[config.mk]
export PLATFORM = sky130hd
export DESIGN_NAME = shake_squeeze_buffer
export DESIGN_NICKNAME = d
export VERILOG_FILES = /design/src/rtl/shake_squeeze_buffer.sv
export SDC_FILE = /design/constraint.sdc
export NUM_CORES = 2
export LEC_CHECK = 0
export CAP_MARGIN = 20
export CORE_AREA = 3 3 566 568
export DETAILED_ROUTE_END_ITERATION = 6
export DIE_AREA = 0 0 569 571
export PLACE_DENSITY = 0.45
export SETUP_SLACK_MARGIN = 0.2
export SKIP_LAST_GASP = 1
export SLEW_MARGIN = 20
export SYNTH_ARGS = -nofsm -noshare
export SYNTH_HDL_FRONTEND = slang
export SYNTH_SLANG_ARGS = --single-unit
[constraint.sdc]
create_clock -name clk -period 107.8 [get_ports clk]
set_clock_uncertainty 0.1 [all_clocks]
set_input_delay 21.56 -clock clk [delete_from_list [all_inputs] [get_ports clk]]
set_output_delay 21.56 -clock clk [all_outputs]
set_load 0.05 [all_outputs]
[src/rtl/shake_squeeze_buffer.sv]
// shake_squeeze_buffer
// Captures one squeezed rate block and streams it out as DOUT_W-bit words.
// Tracks the requested output length, zero-masks the unused tail of the final
// word and asks the control FSM for another permutation when more output is owed.
module shake_squeeze_buffer #(
    parameter int         RATE_W            = 1344,
    parameter int         DOUT_W            = 64,
    parameter logic [1:0] SHAKE128_MODE_VEC = 2'b01,
    parameter logic [1:0] SHAKE256_MODE_VEC = 2'b10
) (
    input  logic              clk,
    input  logic              rst,
    input  logic              blk_valid,
    output logic              blk_ready,
    input  logic              blk_first,
    input  logic [RATE_W-1:0] rate_block,
    input  logic [1:0]        operation_mode,
    input  logic [31:0]       output_size,
    output logic              dout_valid,
    input  logic              dout_ready,
    output logic [DOUT_W-1:0] dout,
    output logic              dout_last,
    output logic              squeeze_more,
    output logic              request_done,
    output logic              mode_err
);

    // Word-count arithmetic: a 32-bit bit length rounded up to whole words
    // needs 33 - log2(DOUT_W) bits, so the count can never overflow.
    localparam int OFF_W = $clog2(DOUT_W);
    localparam int WL_W  = 33 - OFF_W;
    localparam int NW128 = RATE_W / DOUT_W;
    localparam int NW256 = 1088 / DOUT_W;
    localparam int IDX_W = $clog2(NW128 + 1);

    localparam logic [IDX_W-1:0] NW128_LAST = IDX_W'(NW128 - 1);
    localparam logic [IDX_W-1:0] NW256_LAST = IDX_W'(NW256 - 1);

    typedef enum logic {
        IDLE,
        DRAIN
    } state_t;

    state_t            state_q, state_d;
    logic [RATE_W-1:0] blockBuf_q, blockBuf_d;
    logic [IDX_W-1:0]  wordIdx_q, wordIdx_d;
    logic [WL_W-1:0]   wordsLeft_q, wordsLeft_d;
    logic [OFF_W-1:0]  tailBits_q, tailBits_d;
    logic [1:0]        modeReg_q, modeReg_d;
    logic              requestDone_q, requestDone_d;
    logic              squeezeMore_q, squeezeMore_d;
    logic              modeErr_q, modeErr_d;

    logic              blkAccept;
    logic [1:0]        effMode;
    logic              effModeValid;
    logic [32:0]       sizeRounded;
    logic [WL_W-1:0]   wordsFromSize;
    logic [WL_W-1:0]   wordsLeftNew;
    logic [IDX_W-1:0]  lastIdx;
    logic              lastWord;
    int                wordOffset;
    logic [DOUT_W-1:0] rawWord;
    logic [DOUT_W-1:0] tailMask;

    assign blkAccept     = blk_valid & (state_q == IDLE);
    assign effMode       = blk_first ? operation_mode : modeReg_q;
    assign effModeValid  = (effMode == SHAKE128_MODE_VEC) || (effMode == SHAKE256_MODE_VEC);
    assign sizeRounded   = {1'b0, output_size} + 33'(DOUT_W - 1);
    assign wordsFromSize = sizeRounded[32:OFF_W];
    assign wordsLeftNew  = blk_first ? wordsFromSize : wordsLeft_q;
    assign lastIdx       = (modeReg_q == SHAKE256_MODE_VEC) ? NW256_LAST : NW128_LAST;
    assign lastWord      = (wordsLeft_q == WL_W'(1));

    // State and datapath registers; reset clears everything, dropping any partial request.
    always_ff @(posedge clk or posedge rst) begin
        if (rst) begin
            state_q       <= IDLE;
            blockBuf_q    <= '0;
            wordIdx_q     <= '0;
            wordsLeft_q   <= '0;
            tailBits_q    <= '0;
            modeReg_q     <= '0;
            requestDone_q <= 1'b0;
            squeezeMore_q <= 1'b0;
            modeErr_q     <= 1'b0;
        end else begin
            state_q       <= state_d;
            blockBuf_q    <= blockBuf_d;
            wordIdx_q     <= wordIdx_d;
            wordsLeft_q   <= wordsLeft_d;
            tailBits_q    <= tailBits_d;
            modeReg_q     <= modeReg_d;
            requestDone_q <= requestDone_d;
            squeezeMore_q <= squeezeMore_d;
            modeErr_q     <= modeErr_d;
        end
    end

    // Next-state logic: block capture in IDLE, one word per handshake in DRAIN.
    always_comb begin
        state_d       = state_q;
        blockBuf_d    = blockBuf_q;
        wordIdx_d     = wordIdx_q;
        wordsLeft_d   = wordsLeft_q;
        tailBits_d    = tailBits_q;
        modeReg_d     = modeReg_q;
        requestDone_d = 1'b0;
        modeErr_d     = modeErr_q;

        case (state_q)
            IDLE: begin
                if (blkAccept) begin
                    blockBuf_d = rate_block;
                    if (blk_first) begin
                        modeReg_d   = operation_mode;
                        tailBits_d  = output_size[OFF_W-1:0];
                        wordsLeft_d = wordsFromSize;
                    end
                    if (!effModeValid) begin
                        modeErr_d   = 1'b1;
                        wordsLeft_d = '0;
                    end else if (wordsLeftNew == '0) begin
                        requestDone_d = 1'b1;
                    end else begin
                        state_d   = DRAIN;
                        wordIdx_d = '0;
                    end
                end
            end
            DRAIN: begin
                if (dout_ready) begin
                    wordIdx_d = wordIdx_q + IDX_W'(1);
                    if (wordsLeft_q != '0) begin
                        wordsLeft_d = wordsLeft_q - WL_W'(1);
                    end
                    if (lastWord) begin
                        state_d       = IDLE;
                        requestDone_d = 1'b1;
                    end else if (wordIdx_q == lastIdx) begin
                        state_d = IDLE;
                    end
                end
            end
            default: state_d = IDLE;
        endcase

        squeezeMore_d = (state_d == IDLE) && (wordsLeft_d != '0);
    end

    // Output decode: word select from the captured block with tail masking on the final word.
    always_comb begin
        wordOffset = int'(wordIdx_q) * DOUT_W;
        rawWord    = blockBuf_q[wordOffset +: DOUT_W];
        tailMask   = ~({DOUT_W{1'b1}} << tailBits_q);
        if (lastWord && (tailBits_q != '0)) begin
            rawWord = rawWord & tailMask;
        end
        blk_ready    = (state_q == IDLE);
        dout_valid   = (state_q == DRAIN);
        dout_last    = (state_q == DRAIN) && lastWord;
        dout         = (state_q == DRAIN) ? rawWord : '0;
        squeeze_more = squeezeMore_q;
        request_done = requestDone_q;
        mode_err     = modeErr_q;
    end

endmodule

* Word-level counts from Yosys, hierarchy flattened
Cells that the tools add are included.
Operators by class: $add $sub $neg 3, multipliers 0, div/mod/pow operators 0, magnitude comparators 0, equal/unequal tests 9, shift-type cells 2, multiplexer cells 28, bitwise operators 6, reduce and logical (&&, ||, !) cells 12
Operators by type and width (count):
- 1344-bit by 12-bit variable part select with 64-bit output | 1
- 27-bit 2-to-1 mux | 5
- 64-bit 2-to-1 mux | 2
- 64-bit AND | 1
- 64-bit NOT | 1
- 64-bit by 6-bit << shifter with 64-bit output (first input constant) | 1
- 27-bit case mux with 2 select lines | 1
- 27-bit nonzero test | 2
- 32-bit by 6-bit adder with 33-bit output (second input constant) | 1
- 27-bit by 1-bit == test with 1-bit output (second input constant) | 1
- 27-bit zero test | 1
- 27-bit by 1-bit subtractor with 27-bit output (second input constant) | 1
- 5-bit 2-to-1 mux | 4
- 1-bit 2-to-1 mux | 11
- 5-bit case mux with 2 select lines | 1
- 3-bit AND reduction | 2
- 6-bit nonzero test | 1
- 5-bit by 1-bit adder with 5-bit output (second input constant) | 1
- 5-bit == test | 1
- 2-bit == test (second input constant) | 2
- 2-bit by 1-bit inequality test with 1-bit output (second input constant) | 2
- 2-bit inequality test (second input constant) | 2
- 1-bit case mux with 2 select lines | 2
- 4-bit AND reduction | 1
- 8 further kinds | 12
Word-level totals: flip-flop bits (word level) 1388, bits in latches 0, memory bits (writable) 0, bits in read-only memories 0, input port bits 1383, output and inout bits 70, word-level logic and storage cells 69, memories kept 0

* Depth between registers and ports, before layout
depth in word-level cells 9, depth in mapped cells 11, gate-level depth less buffers 10

* Worst setup path after synthesis
No wires, ideal clock.
path type register -> output, from register wordIdx_q[1], to output dout[15], arrival 3636 ps, required time 86140 ps, slack 82504 ps, cell stages (with the launch flop) 11, buffers on the path 5, cells stage by stage dfrtp_1 clkbuf_1 buf_1 clkbuf_1 clkbuf_1 clkbuf_1 mux4_2 a22oi_1 nor2_1 a21oi_1 nor3_1
On the way: longest elaborated chain between the ends 4
Ends and longest elaborated chain:
- start: declaration | RTL line 46 | logic [IDX_W-1:0] wordIdx_q, wordIdx_d;
- start signal: assignment | RTL line 90 | wordIdx_q <= wordIdx_d;
- 1344-bit by 12-bit variable part select with 64-bit output (*) | RTL line 154 | rawWord = blockBuf_q[wordOffset +: DOUT_W];
- 64-bit AND | RTL line 157 | rawWord = rawWord & tailMask;
- 64-bit 2-to-1 mux (*) | RTL line 156 | if (lastWord && (tailBits_q != '0)) begin
- 64-bit 2-to-1 mux (*) | RTL line 162 | dout = (state_q == DRAIN) ? rawWord : '0;
- end: declaration | RTL line 21 | output logic [DOUT_W-1:0] dout,
Mark *: on every way between the ends. The rest lies on a longest branch, timed or not.

* Final worst setup path
from register wordIdx_q[0], to output dout[3]
The elaborated chain is that of the path after synthesis.

==> flow_metrics.py <==
metrics = {
    "cts": {
        "clkSlewWorstSetupHoldPaths_ns": 0.06,
        "worstSkewPairLatency_ns": 0.82,
        "clock_tree.buffer_depth": 4,
        "clock_tree_root": "clkbuf_16",
        "cts_repair_resize_count": 0,
        "cts_setup_buffers": 0,
        "cts_buffers": 175,
        "cts_hold_buf": 0,
        "cts_tree": "yes",
        "clock-sinks": 1388,
        "ctsHtreeMaxLevel": 4,
    },
    "synth": {
        "synth_async_sr_flop_share_pct": 100,
        "synth-seq-area-share_pct": 53.6,
        "ys_types": 74,
        "synth_largest_area_cell": "dfrtp_1",
        "synth_cell_area_mm2": 0.0649,
        "netlist_instances": 7005,
        "post_synth_main_area_contributors": "dfrtp_1, nand2_1, mux4_2, clkbuf_1, a22oi_1",
        "synth_edf_count": 0,
        "syn_nets": 8393,
        "synth-main-ff-cell": "dfrtp_1",
        "number_of_synthesis_warnings": 0,
        "yosys.area.top_type_share_pct": 53.6,
        "synth.ff_latch_count": 1388,
        "avgSynthCellArea_um2": 9.26,
    },
    "critical_path": {
        "timing.reg2reg.setup_slack_ns": 101.72,
        "crit_path_cell_trace": "buf_4 -> buf_4 -> buf_4 -> mux4_2 -> mux4_2 -> a21oi_1 -> a211oi_1 -> clkdlybuf4s50_1",
        "critical_path.slowest_cell": "clkdlybuf4s50_1",
        "critical_path_peak_fanout": 43,
        "critical_path.startpoint_type": "flop",
        "critical_path.reg2reg.startpoint": "dout_valid$_DFF_PP0_",
        "worst-setup-path-type": "reg -> out",
        "signal_arrival_time_at_the_worst_endpoint_ns": 6.50,
        "critical_path.top_delay_family": "buffers and inverters",
        "reg2regPathDepth": 10,
        "critical-path-top-cell-by-count": "buf_4",
        "cp_num_buf_inv": 4,
        "critical_path.reg2reg.endpoint": "blockBuf_q[817]$_DFFE_PP0P_",
        "worst-endpoint-required_ns": 86.14,
        "worst_path_largest_cell_delay_ns": 0.95,
        "worstSetupEndpointType": "output port",
    },
    "die": {
        "die_height_um": 571,
        "i_o_pin_count": 1453,
        "floorplan.die_area_mm2": 0.325,
        "initial_core_util_pct": 20.6,
        "die-width_um": 569,
        "rows": 206,
        "core_area_mm2": 0.315,
    },
    "drt": {
        "wl_per_cell_um": 28.1,
        "post_drt_via_cell_ratio": 4.56,
        "total_via_count_after_detailed_routing": 57400,
        "postRouteAntennaNets": 0,
        "initialDrtViolationCount": 5283,
        "finalWirelength_um": 353000,
        "remaining_drc_errors": 0,
        "drt-pass1-iter-count": 6,
    },
    "timing": {
        "timing.slew.headroom_pct": 22.2,
        "finalSetupViolations": 0,
        "post-route-min-period_ns": 28.16,
        "setup_tns_after_final_layout_ns": 0,
        "grt_setup_unrepaired": "false",
        "fmaxAchievable_mhz": 35.5,
        "finalMaxSlewViolations": 0,
        "report.final.hold_viol_count": 0,
        "worst_slew_pin_slew_ns": 1.17,
        "period_share_pct": 26.1,
    },
    "placed_design": {
        "place_congestion": 0.891,
        "place.port_buffers": 1452,
        "dp_hpwl_um": 278000,
        "placed_cell_area_mm2": 0.0837,
    },
    "hold_path": {
        "timing.hold.worst_path_depth": 2,
        "min_delay_worst_endpoint": "blockBuf_q[173]$_DFFE_PP0P_",
        "hold_path_startpoint": "blockBuf_q[173]$_DFFE_PP0P_",
        "min_path_type": "reg -> reg",
    },
    "final_layout": {
        "multiInputGateArea_mm2": 0.0283,
        "filler_cell_count": 33400,
        "area.growth.synth_to_final_pct": 38.3,
        "combined_flip_flop_and_latch_cell_area_mm2": 0.0347,
        "post_route_cells_drive_above_1_share_pct": 9.37,
        "final_cell_area_mm2": 0.0897,
        "layout_common_cells": "nand2_1, clkdlybuf4s50_1, dfrtp_1",
        "nets": 9646,
        "layout.cells.most_common": "nand2_1",
    },
    "global_route": {
        "globalRoute.totalOverflow": 0,
        "largest_net_degree_at_the_start_of_global_routing": 205,
        "grt_first_pass_wirelength_um": 483000,
        "globalRouteMet3Util_pct": 5.34,
        "grtUsageTotal_pct": 21.1,
        "grt_pass1_vias": 59100,
        "grt-busiest-layer": "met2",
        "antenna_violations_before_repair": 131,
        "use_met1_pct": 27.1,
        "global_route.usage.met2_pct": 34.6,
    },
    "power_and_ir_drop": {
        "irDropWorstVdd_uv": 16.6,
        "p_leak_nw": 41.5,
        "pwr_density_cell_mw_per_mm2": 30.9,
        "finalPower_w": 0.00277,
    },
    "flow_run": {
        "max_cap_violations": 0,
    },
    "status": {
        "status": "finished clean",
    },
}
power by group:
group	internal, W	switching [W]	total, W
combinational	0.000462	0.000740	0.00120
sequential	0.000768	0.000182	0.000949
clock	0.000365	0.000251	0.000615
per-stage QoR:
| step | std cells | worst slack [ns] | hold slack [ns] | utilization, % |
|---|---|---|---|---|
| finish | 12600 | 79.64 | 0.366 | 28.5 |
| global route | 12600 | 79.07 | 0.381 | 28.4 |
| CTS | 12600 | 79.25 | 0.371 | 28.4 |
| detailed placement | 12200 | 80.17 | 0.357 | 26.5 |
| global placement | 12200 | 80.23 | 0.351 | 26.5 |
| floorplan | 7005 | 47.00 | 0.340 | - |
per-layer routing:
metal,vias up,wire length (µm)
met5,-,703
li1,25400,-
met1,29000,145000
met3,512,28100
met4,84,11700
met2,2344,167000
worst reg2reg max path: cells and delay by family, from the launching register on:
kind	cells	cell delay (ns)
buf+inv	7	4.49
simple gates	3	1.12
flops	1	0.32
cells by family (layout without fill, tap and decap cells):
| group | count (synthesis) | after routing | share of synthesized area, % |
|---|---|---|---|
| and+or+nand+nor | 4394 | 4394 | 26.3 |
| AOI/OAI and AO/OA | 315 | 315 | 3.32 |
| muxes | 402 | 402 | 13.6 |
| buffers and inverters | 478 | 1869 | 2.80 |
| other | 0 | 35 | 0 |
| xor gates and xnor gates | 23 | 23 | 0.311 |
| DFF | 1388 | 1388 | 53.6 |
| adders and majority gates | 5 | 5 | 0.0965 |
synth_stat cells, types with 25 or more instances:
| cell type | n |
|---|---|
| o21ai_0 | 31 |
| nor3_1 | 25 |
| nand2_1 | 4087 |
| a211oi_1 | 58 |
| nand4_1 | 26 |
| a22oi_1 | 63 |
| buf_1 | 32 |
| nand3_1 | 39 |
| mux4_2 | 384 |
| dfrtp_1 | 1388 |
| a21oi_1 | 75 |
| clkbuf_1 | 419 |
| nor2_1 | 102 |
area by class of cell:
class | count | area share (%)
tap | 4160 | 5.80
timing repair buffer | 1534 | 17.0
clock buffer | 250 | 5.67
antenna | 35 | 0.0977
multi-input combinational | 5139 | 31.6
inverter | 20 | 0.102
clock inverter | 65 | 0.932
sequential | 1388 | 38.7
worst max path at each step:
stage / startpoint / to / slack, ns / cells past startpoint
after detailed placement: wordIdx_q[0]$_DFFE_PP0P_ / dout[3] / 80.17 / 8
after floorplan: rst / blockBuf_q[0]$_DFFE_PP0P_ / 47.00 / 1
final: wordIdx_q[0]$_DFFE_PP0P_ / dout[3] / 79.64 / 8
after CTS: wordIdx_q[0]$_DFFE_PP0P_ / dout[3] / 79.25 / 8
after global placement: wordIdx_q[0]$_DFFE_PP0P_ / dout[3] / 80.23 / 8
after global routing: wordIdx_q[0]$_DFFE_PP0P_ / dout[3] / 79.07 / 8
flip-flops by register name, indices dropped and copies added, names as in the netlist:
| signal | count |
|---|---|
| wordsLeft_q | 27 |
| request_done | 1 |
| squeeze_more | 1 |
| modeReg_q | 2 |
| blockBuf_q | 1344 |
| tailBits_q | 6 |
| mode_err | 1 |
| wordIdx_q | 5 |
| dout_valid | 1 |
Note: power is estimated with default switching activity, not from simulation.
